### src/rtl/cpu_clk_ctrl_pkg.sv
// -----------------------------------------------------------------------------
// cpu_clk_ctrl_pkg
//   Shared definitions for the CPU clock-enable controller: the FSM state
//   encoding and the default debounce length (1,000,000 board-clock cycles).
// -----------------------------------------------------------------------------
package cpu_clk_ctrl_pkg;

  typedef enum logic [1:0] {
    HALT = 2'd0,
    RUN  = 2'd1,
    STEP = 2'd2
  } state_e;

  localparam int DBNC_CNT_DEF = 1000000;

endpackage

### src/rtl/cpu_clk_ctrl_btn_debounce.sv
// -----------------------------------------------------------------------------
// btn_debounce
//   Two-flop synchronizer followed by a debouncer for one raw switch/button.
//   db flips on the DBNC_CNT-th consecutive clock edge at which the
//   synchronized input differs from db; any agreeing edge restarts the count.
//
//   Parameters: DBNC_CNT  stable cycles required before a change is accepted (>=1)
//   Ports:      clk  board clock
//               rst  synchronous, active-high reset
//               raw  asynchronous raw input
//               db   debounced, registered output
// -----------------------------------------------------------------------------
module btn_debounce
  import cpu_clk_ctrl_pkg::*;
#(
  parameter int DBNC_CNT = DBNC_CNT_DEF
) (
  input  logic clk,
  input  logic rst,
  input  logic raw,
  output logic db
);

  // The count never needs to hold DBNC_CNT itself: the last disagreeing edge
  // flips db and restarts the count in one go.
  localparam int              CW       = (DBNC_CNT > 1) ? $clog2(DBNC_CNT) : 1;
  localparam logic [CW-1:0]   CNT_LAST = CW'(DBNC_CNT - 1);

  logic          sync1_q, sync2_q;
  logic          db_q, db_d;
  logic [CW-1:0] cnt_q, cnt_d;

  always_comb begin
    db_d  = db_q;
    cnt_d = '0;
    if (sync2_q != db_q) begin
      if (cnt_q == CNT_LAST) begin
        db_d = sync2_q;
      end else begin
        cnt_d = cnt_q + 1'b1;
      end
    end
  end

  // NOTE: non-blocking assignments let every flop sample the pre-edge value
  // of its neighbour, which is what makes sync1_q -> sync2_q a real 2-stage chain.
  always_ff @(posedge clk) begin
    if (rst) begin
      sync1_q <= 1'b0;
      sync2_q <= 1'b0;
      db_q    <= 1'b0;
      cnt_q   <= '0;
    end else begin
      sync1_q <= raw;
      sync2_q <= sync1_q;
      db_q    <= db_d;
      cnt_q   <= cnt_d;
    end
  end

  assign db = db_q;

endmodule

### src/rtl/cpu_clk_ctrl.sv
// -----------------------------------------------------------------------------
// cpu_clk_ctrl
//   Clock-enable controller for the pipelined CPU. Runs on the board clock and
//   issues one-cycle cpu_ce pulses either from a programmable prescaler (run
//   mode, one pulse every 2^div_sel cycles) or from a debounced push-button
//   (single-step mode), so the whole core stays in a single clock domain.
//
//   Parameters: DIV_W     prescaler width, div_sel in 0..DIV_W-1 (DIV_W >= 2)
//               DBNC_CNT  debounce length in clk cycles
//               CNT_W     width of the retired-cycle counter
//   Ports:      clk        board clock
//               rst        synchronous, active-high reset
//               run_sw     raw run switch (1 = free run)
//               step_btn   raw single-step push-button
//               div_sel    run-mode rate select
//               clr_cnt    synchronous clear of cycle_cnt (wins over increment)
//               cpu_ce     registered one-cycle clock enable to the CPU
//               running    registered, 1 while in RUN
//               cycle_cnt  number of cpu_ce pulses issued, wraps
//   Optional (macro CLK_CTRL_BREAK_EN):
//               pc, bp_addr, bp_valid  breakpoint compare inputs
//               bp_hit                 registered, sticky breakpoint flag
// -----------------------------------------------------------------------------
module cpu_clk_ctrl
  import cpu_clk_ctrl_pkg::*;
#(
  parameter int DIV_W    = 32,
  parameter int DBNC_CNT = DBNC_CNT_DEF,
  parameter int CNT_W    = 32
) (
  input  logic                     clk,
  input  logic                     rst,
  input  logic                     run_sw,
  input  logic                     step_btn,
  input  logic [$clog2(DIV_W)-1:0] div_sel,
  input  logic                     clr_cnt,
`ifdef CLK_CTRL_BREAK_EN
  input  logic [31:0]              pc,
  input  logic [31:0]              bp_addr,
  input  logic                     bp_valid,
  output logic                     bp_hit,
`endif
  output logic                     cpu_ce,
  output logic                     running,
  output logic [CNT_W-1:0]         cycle_cnt
);

  logic run_db, step_db, step_db_q, step_edge;

  btn_debounce #(.DBNC_CNT(DBNC_CNT)) u_run_dbnc (
    .clk (clk),
    .rst (rst),
    .raw (run_sw),
    .db  (run_db)
  );

  btn_debounce #(.DBNC_CNT(DBNC_CNT)) u_step_dbnc (
    .clk (clk),
    .rst (rst),
    .raw (step_btn),
    .db  (step_db)
  );

  assign step_edge = step_db & ~step_db_q;

  state_e             state_q, state_d;
  logic [DIV_W-1:0]   pre_q, pre_d, div_max;
  logic               tick;
  logic               cpu_ce_q, cpu_ce_d;
  logic               running_q;
  logic [CNT_W-1:0]   cnt_q, cnt_d;
  logic               bp_break;    // breakpoint matched on a tick cycle in RUN
  logic               bp_blocked;  // sticky flag holding off HALT->RUN

  // >= rather than == so that lowering div_sel mid-count ticks on the next
  // cycle instead of wrapping the whole counter.
  assign div_max = (DIV_W'(1) << div_sel) - DIV_W'(1);
  assign tick    = (pre_q >= div_max);

`ifdef CLK_CTRL_BREAK_EN
  logic bp_hit_q, bp_hit_d;

  assign bp_break = (state_q == RUN) && tick && bp_valid && (pc == bp_addr);

  // A fresh hit wins over a clear in the same cycle so a breakpoint is never lost.
  always_comb begin
    bp_hit_d = bp_hit_q;
    if (bp_break) begin
      bp_hit_d = 1'b1;
    end else if (!run_db || step_edge) begin
      bp_hit_d = 1'b0;
    end
  end

  always_ff @(posedge clk) begin
    if (rst) begin
      bp_hit_q <= 1'b0;
    end else begin
      bp_hit_q <= bp_hit_d;
    end
  end

  assign bp_blocked = bp_hit_q;
  assign bp_hit     = bp_hit_q;
`else
  assign bp_break   = 1'b0;
  assign bp_blocked = 1'b0;
`endif

  // NOTE: every signal gets a default before the case/if tree so no path can
  // leave one unassigned and infer a latch.
  always_comb begin
    state_d = state_q;
    unique case (state_q)
      HALT: begin
        // Run request takes priority; a simultaneous step edge is dropped.
        if (run_db && !bp_blocked) begin
          state_d = RUN;
        end else if (step_edge) begin
          state_d = STEP;
        end
      end
      RUN:     if (!run_db || bp_break) state_d = HALT;
      STEP:    state_d = HALT;
      default: state_d = HALT;
    endcase

    // Prescaler only advances in RUN and restarts from 0 on each entry.
    pre_d = pre_q;
    if (state_q != RUN && state_d == RUN) begin
      pre_d = '0;
    end else if (state_q == RUN) begin
      pre_d = tick ? '0 : pre_q + 1'b1;
    end

    // cpu_ce is decoded from the current state and registered, so it trails
    // the state by one edge; requiring state_d == RUN suppresses any pulse
    // on the edge that leaves RUN (switch off or breakpoint).
    cpu_ce_d = (state_q == STEP) || (state_q == RUN && state_d == RUN && tick);

    cnt_d = clr_cnt ? '0 : cnt_q + CNT_W'(cpu_ce_q);
  end

  always_ff @(posedge clk) begin
    if (rst) begin
      state_q   <= HALT;
      pre_q     <= '0;
      cpu_ce_q  <= 1'b0;
      running_q <= 1'b0;
      cnt_q     <= '0;
      step_db_q <= 1'b0;
    end else begin
      state_q   <= state_d;
      pre_q     <= pre_d;
      cpu_ce_q  <= cpu_ce_d;
      running_q <= (state_d == RUN);
      cnt_q     <= cnt_d;
      step_db_q <= step_db;
    end
  end

  assign cpu_ce    = cpu_ce_q;
  assign running   = running_q;
  assign cycle_cnt = cnt_q;

endmodule

### config.mk
export PLATFORM = sky130hd
export DESIGN_NAME = cpu_clk_ctrl
export DESIGN_NICKNAME = d
export VERILOG_FILES = /design/src/rtl/cpu_clk_ctrl_pkg.sv /design/src/rtl/cpu_clk_ctrl_btn_debounce.sv /design/src/rtl/cpu_clk_ctrl.sv
export SDC_FILE = /design/constraint.sdc
export NUM_CORES = 1
export LEC_CHECK = 0
export CAP_MARGIN = 10
export CORE_MARGIN = 2
export CORE_UTILIZATION = 53
export DETAILED_ROUTE_END_ITERATION = 12
export GPL_ROUTABILITY_DRIVEN = 0
export PLACE_DENSITY = 0.81
export SLEW_MARGIN = 20
export SYNTH_ARGS = -nofsm -noshare
export SYNTH_HDL_FRONTEND = slang
export SYNTH_SLANG_ARGS = --single-unit
export TNS_END_PERCENT = 5
### constraint.sdc
create_clock -name clk -period 4.1 [get_ports clk]
set_input_delay 0.82 -clock clk [delete_from_list [all_inputs] [get_ports clk]]
set_output_delay 0.82 -clock clk [all_outputs]
set_load 0.02 [all_outputs]
==> flow_summary.json, run 1 <==
{
  "ioPinCount": 44,
  "syn_area_mm2": 0.00608,
  "synth_nets": 780,
  "setup_viol": 0,
  "worst_pin_slew_ns": 0.680,
  "syn_inst": 732,
  "area_growth_pct": 24.1,
  "maxCapViolCount": 0,
  "clock_path_buffers": 2,
  "antenna_found_initial": 0,
  "core_area_mm2": 0.0113,
  "synthArstFlopShare_pct": 0,
  "die_area_mm2": 0.0123,
  "yosys_warnings": 0,
  "fin_crit_ns": 3.99,
  "cts_tree": "yes",
  "ir_drop_uv": 363,
  "vias": 5423,
  "drt_wl_total_um": 14500,
  "rsz0062_at_grt": "yes",
  "grt_max_degree": 33,
  "post-route-util_pct": 66.6,
  "numCtsBuffers": 17,
  "startpoint_type": "input port",
  "grt_overflow": 0,
  "drc": 0,
  "max_slew_margin_pct": 54.7,
  "ys_ff_latch": 115,
  "worstPathRequired_ns": 4.45,
  "drt_first_pass_iters": 5,
  "synth_cell_type_count": 58,
  "worstSetupPathType": "input port to register",
  "grt_pass1_vias": 5247,
  "dp_hpwl_um": 9780,
  "place_inst": 922,
  "ctsHoldBuffers": 0,
  "track_usage_pct": 22.8,
  "clock-skew-final_ns": 0.00639,
  "drt_iter0_markers": 516,
  "final_common_cell": "nor2_1",
  "final_nets": 852,
  "synth_seq_area_share_pct": 37.9,
  "final_cell_mix": "nor2_1 (128), dfxtp_1 (115), nand2_1 (69)",
  "worst_setup_path_end_kind": "register",
  "cp.arrival_ns": 4.33,
  "die_y_um": 111,
  "design_area_mm2": 0.00754,
  "diodes": 0,
  "antenna_left": 0,
  "fmax_ghz": 0.251,
  "start_util_pct": 53.7,
  "hold_path_class": "register to register",
  "pre_cts_slack_ns": -0.367,
  "slew_viol_final": 0,
  "cp_max_fo": 11,
  "die_w_um": 111,
  "numClockSinks": 115,
  "clock_latency_ns": 0.42,
  "port_buffers": 43,
  "leakagePower_nw": 2.86,
  "hold_violations": 0,
  "grt_pass1_wl_um": 23600,
  "synthFlopType": "dfxtp_1",
  "final_cell_count_no_fill": 960,
  "route.detailed.wl_per_inst_um": 15.1,
  "rows": 39,
  "synth_enable_flop_cells": 0,
  "regArea_mm2": 0.00230,
  "root_buffer": "clkbuf_16",
  "finalWorstSetupSlack_ns": 0.111,
  "syn_avg_cell_area_um2": 8.30,
  "drive_above_1_share_pct": 11.5,
  "clk_pin_slew_ns": 0.05,
  "dpl_cell_area_mm2": 0.00681,
  "viasPerCell": 5.65,
  "p_per_area_mw_per_mm2": 365,
  "ctsHtreeMaxLevel": 4,
  "multi_input_area_mm2": 0.00363,
  "fillerInstances": 857,
  "power.total_w": 0.00276,
  "status": "completed",
  "finalCritPeriodShare_pct": 97.3
}
-- repair_timing --
action,in CTS,in global routing
setup endpoints to repair,0,33
endpoints found under the hold margin,0,0
setup buffers,0,3
gates resized for setup,0,17
-- final timing paths --
check	from	to	slack [ns]	depth (start not counted)
min	u_step_dbnc.sync1_q	u_step_dbnc.sync2_q	0.43	1
max reg2reg	u_step_dbnc.cnt_q[0]	u_step_dbnc.cnt_q[13]	1.81	6
min reg2reg	u_step_dbnc.sync1_q	u_step_dbnc.sync2_q	0.43	1
max	div_sel[1]	pre_q[20]	0.11	17
-- metrics by stage --
stage               hold WS [ns]  TNS (ns)
detailed placement         0.429    -11.42
finish                     0.433         0
CTS                        0.438         0
global route               0.457         0
global placement           0.431    -10.02
floorplan                  0.414         0
-- layout make-up --
class | instances | area share (%)
clock buffer | 19 | 6.01
clock inverter | 13 | 1.97
inverter | 15 | 0.747
multi-input combinational | 574 | 48.1
sequential | 115 | 30.5
tap | 143 | 2.37
timing repair buffer | 81 | 10.3
-- cells by family (layout without fill, tap and decap cells) --
| logic type | Yosys count | after routing | synth area share [%] |
|---|---|---|---|
| xor gates and xnor gates | 90 | 90 | 13.0 |
| muxes | 2 | 2 | 0.329 |
| AOI/OAI and AO/OA | 81 | 81 | 7.93 |
| and+or+nand+nor | 362 | 362 | 29.9 |
| DFF | 115 | 115 | 37.9 |
| buffers and inverters | 43 | 128 | 3.13 |
| other | 1 | 1 | 0.0617 |
| adders and majority gates | 38 | 38 | 7.82 |
-- metal layers --
layer  vias up  share of wire, %  GRT usage [%]
met2       176                48           40.2
met5         -                 0              0
met3        41               4.8           4.10
li1       2663                 -              -
met1      2543                44           27.4
met4         0               2.8           9.55
-- where the power goes --
part           switching, W  internal [W]  total [W]
Clock              0.000556      0.000936    0.00149
Combinational     0.0000793     0.0000613   0.000141
Sequential       0.00000293       0.00112    0.00112
Total              0.000638       0.00212    0.00276
-- worst max-delay path, cell delays in order --
cell and delay (ns):
clkdlybuf4s50_1 0.46, or4_4 0.56, ha_4 0.19, buf_4 0.17, nand2_1 0.10, buf_4 0.13
o31ai_1 0.07, a21oi_1 0.19, ha_1 0.27, nand4_1 0.18, nor2_1 0.07, a22oi_1 0.20
buf_4 0.16, a31oi_1 0.09, a211o_4 0.38, buf_12 0.16, nor2_1 0.12
-- synthesized netlist by cell type (all sizes together), types with 2 or more instances --
cell	n	share of area, %
a211o	2	0.29
a21o	4	0.49
a21oi	34	2.8
a22oi	4	0.49
a31oi	2	0.31
and2	7	0.72
and3	13	1.3
and4	11	1.6
buf	12	1.2
clkbuf	16	0.99
dfxtp	115	38
ha	38	7.8
inv	15	0.93
mux2i	2	0.33
nand2	72	4.5
nand2b	6	0.62
nand3	50	4.3
nand3b	2	0.25
nand4	19	2.4
nor2	128	7.9
nor2b	10	1.0
nor3	13	1.3
nor3b	3	0.37
nor4	6	1.1
nor4b	3	0.43
o21ai	23	1.9
o31ai	2	0.25
or2	4	0.41
or3	13	1.3
or4	2	0.25
xnor2	35	5.0
xor2	55	7.9
-- flip-flops by register name, indices dropped and copies added (netlist names) --
| register | count |
|---|---|
| u_run_dbnc.db | 1 |
| running | 1 |
| u_step_dbnc.db | 1 |
| u_step_dbnc.cnt_q | 20 |
| u_run_dbnc.sync1_q | 1 |
| state_q | 2 |
| u_run_dbnc.cnt_q | 20 |
| cpu_ce | 1 |
| u_run_dbnc.sync2_q | 1 |
| step_db_q | 1 |
| u_step_dbnc.sync1_q | 1 |
| cycle_cnt | 32 |
| pre_q | 32 |
| u_step_dbnc.sync2_q | 1 |
No activity file was read; power rests on OpenSTA's default activity.
==> run 2, diff against run 1 <==
--- a/config.mk
+++ b/config.mk
@@ -5,12 +5,13 @@
 export SDC_FILE = /design/constraint.sdc
 export NUM_CORES = 1
 export LEC_CHECK = 0
+export ABC_AREA = 1
 export CAP_MARGIN = 10
 export CORE_MARGIN = 2
-export CORE_UTILIZATION = 53
+export CORE_UTILIZATION = 55
 export DETAILED_ROUTE_END_ITERATION = 12
-export GPL_ROUTABILITY_DRIVEN = 0
-export PLACE_DENSITY = 0.81
+export GPL_ROUTABILITY_DRIVEN = 1
+export PLACE_DENSITY = 0.83
 export SLEW_MARGIN = 20
 export SYNTH_ARGS = -nofsm -noshare
 export SYNTH_HDL_FRONTEND = slang
==> flow_summary.json, run 2 <==
{
  "cp.arrival_ns": 4.07,
  "root_buffer": "clkbuf_16",
  "grt_max_degree": 32,
  "dp_hpwl_um": 12300,
  "rows": 41,
  "gp_congestion": 0.981,
  "core_area_mm2": 0.0127,
  "final_common_cell": "nand2_1",
  "clk_pin_slew_ns": 0.06,
  "cts_tree": "yes",
  "die_y_um": 118,
  "startpoint_type": "input port",
  "drc": 0,
  "cts-resized-gates": 0,
  "synth_nets": 1108,
  "port_buffers": 43,
  "viasPerCell": 5.25,
  "drt_wl_total_um": 16700,
  "place_inst": 1274,
  "cpMostUsedCell": "nand2_1",
  "r2r_start": "u_step_dbnc.cnt_q[0]",
  "ir_drop_uv": 310,
  "power.total_w": 0.00272,
  "slowest_delay_ns": 0.61,
  "rsz0062_at_grt": "no",
  "worst_setup_path_end_kind": "register",
  "drt_iter0_markers": 415,
  "final_nets": 1169,
  "syn_inst": 1060,
  "synthFlopType": "dfxtp_1",
  "post-route-util_pct": 66.5,
  "diodes": 0,
  "grt_pass1_vias": 6356,
  "cp-startpoint": "div_sel[4]",
  "die_area_mm2": 0.0140,
  "crit_chain": "clkdlybuf4s50_1, buf_4, nor2_4, nand2_1, nand2_1, nor2_2, nand3_4, inv_4, nand2_4, xnor2_1, ha_1, nand2_1, a21oi_1, o21ai_0, nand2_1, a21oi_1, nand2_1, nand2_1, nand2_1, buf_12, nor2_1",
  "route.detailed.wl_per_inst_um": 12.8,
  "drt_first_pass_iters": 6,
  "antenna_found_initial": 0,
  "drive_above_1_share_pct": 12.3,
  "worstPathRequired_ns": 4.44,
  "maxCapViolCount": 0,
  "final_cell_count_no_fill": 1306,
  "area_growth_pct": 17.5,
  "clock_path_buffers": 2,
  "worst_pin_slew_ns": 0.775,
  "finalCritPeriodShare_pct": 90.9,
  "numClockSinks": 115,
  "slew_viol_final": 0,
  "ctsHtreeMaxLevel": 4,
  "start_util_pct": 56.6,
  "clock_latency_ns": 0.42,
  "yosys_warnings": 0,
  "p_per_area_mw_per_mm2": 321,
  "cts_setup_buffers": 0,
  "hold_path_class": "register to register",
  "synth_cell_type_count": 47,
  "cp_num_buf_inv": 4,
  "die_w_um": 118,
  "track_usage_pct": 24.1,
  "worstSetupPathType": "input port to register",
  "clock-skew-final_ns": 0.00851,
  "yosysTopAreaCellShare_pct": 31.9,
  "syn_avg_cell_area_um2": 6.80,
  "numCtsBuffers": 17,
  "synth_area_leaders": "dfxtp_1 (32%), nand2_1 (12%), nor2_1 (9.0%)",
  "antenna_left": 0,
  "setup_viol": 0,
  "syn_area_mm2": 0.00721,
  "holdWs_ns": 0.400,
  "fin_crit_ns": 3.73,
  "hold_violations": 0,
  "min_from": "u_run_dbnc.sync1_q",
  "synthArstFlopShare_pct": 0,
  "grt_overflow": 0,
  "max_slew_margin_pct": 48.3,
  "status": "completed",
  "critPathSlowestCell": "clkdlybuf4s50_1",
  "synth_seq_area_share_pct": 31.9,
  "ioPinCount": 44,
  "vias": 6853,
  "cp_max_fo": 31,
  "synth_enable_flop_cells": 0,
  "final_cell_mix": "nand2_1 (231), nor2_1 (172), inv_1 (131)",
  "netlist.top_cell.by_area": "dfxtp_1",
  "grt_pass1_wl_um": 28000,
  "path_delay_family": "simple AND/OR/NAND/NOR gates",
  "leakagePower_nw": 3.44,
  "ys_ff_latch": 115,
  "fmax_ghz": 0.268,
  "setup_tns_ns": 0,
  "synth_common_cells": "nand2_1 (231), nor2_1 (172), inv_1 (131)",
  "ctsHoldBuffers": 0,
  "yosysMostFrequentCell": "nand2_1"
}
## run 2: cell types whose count changed after synthesis, moves of 16 or more
| cell | before | now |
|---|---|---|
| nor2_1 | 128 | 172 |
| nor3_1 | 11 | 36 |
| xnor2_1 | 35 | 12 |
| nor2_2 | 0 | 19 |
| inv_1 | 15 | 131 |
| xor2_1 | 55 | 31 |
| nand2_1 | 71 | 231 |
| a21oi_1 | 34 | 50 |
## run 2: layout make-up
| cell class | instances | area [um^2] |
|---|---|---|
| clock buffers | 17 | 425 |
| clock inverters | 15 | 146 |
| well taps | 172 | 215 |
| repair buffers | 54 | 538 |
| multi-input cells | 785 | 4280 |
| flip-flops and latches | 115 | 2300 |
| fillers | 1086 | 4260 |
| inverters | 148 | 561 |
## run 2: logic make-up (layout without fill, tap and decap cells)
| group | Yosys count | in the layout | synth area share, % |
|---|---|---|---|
| other cells | 1 | 1 | 0.0520 |
| flops | 115 | 115 | 32.0 |
| simple gates | 608 | 608 | 40.2 |
| xor+xnor | 43 | 43 | 5.23 |
| compound gates | 95 | 95 | 7.28 |
| fa+ha+maj | 38 | 38 | 6.60 |
| buf+inv | 160 | 234 | 8.68 |
## run 2: tightest hold or removal path: stages (launching register included)
cell and delay (ns):
dfxtp_1 0.29, inv_1 0.04, nor2_1 0.03
## run 2: worst paths after layout
check / slack (ns) / depth (start not counted) / to
worst max-delay path: 0.37 / 21 / pre_q[10]
worst min-delay path: 0.40 / 2 / u_run_dbnc.sync2_q
worst max register to register: 1.99 / 8 / u_step_dbnc.cnt_q[10]
worst min register to register: 0.40 / 2 / u_run_dbnc.sync2_q
## run 2: per-layer routing
layer	global-route usage, %	vias to the layer above	part of all wire [%]
li1	-	3524	-
met1	29.8	3077	44
met2	40.8	217	47
met3	5.89	35	6.6
met4	8.33	0	2.0
met5	0	-	0
## run 2: stage by stage
stage,instance area [um^2],worst slack (ns)
finish,8470,0.373
global route,8470,0.134
CTS,8470,0.464
detailed placement,7890,0.0770
global placement,7890,0.148
floorplan,7210,0.748
## run 2: where the power goes
| part | internal (W) | switching, W | total [W] |
|---|---|---|---|
| sequential | 0.00112 | 0.00000105 | 0.00112 |
| clock | 0.000849 | 0.000571 | 0.00142 |
| combinational | 0.0000641 | 0.000112 | 0.000176 |
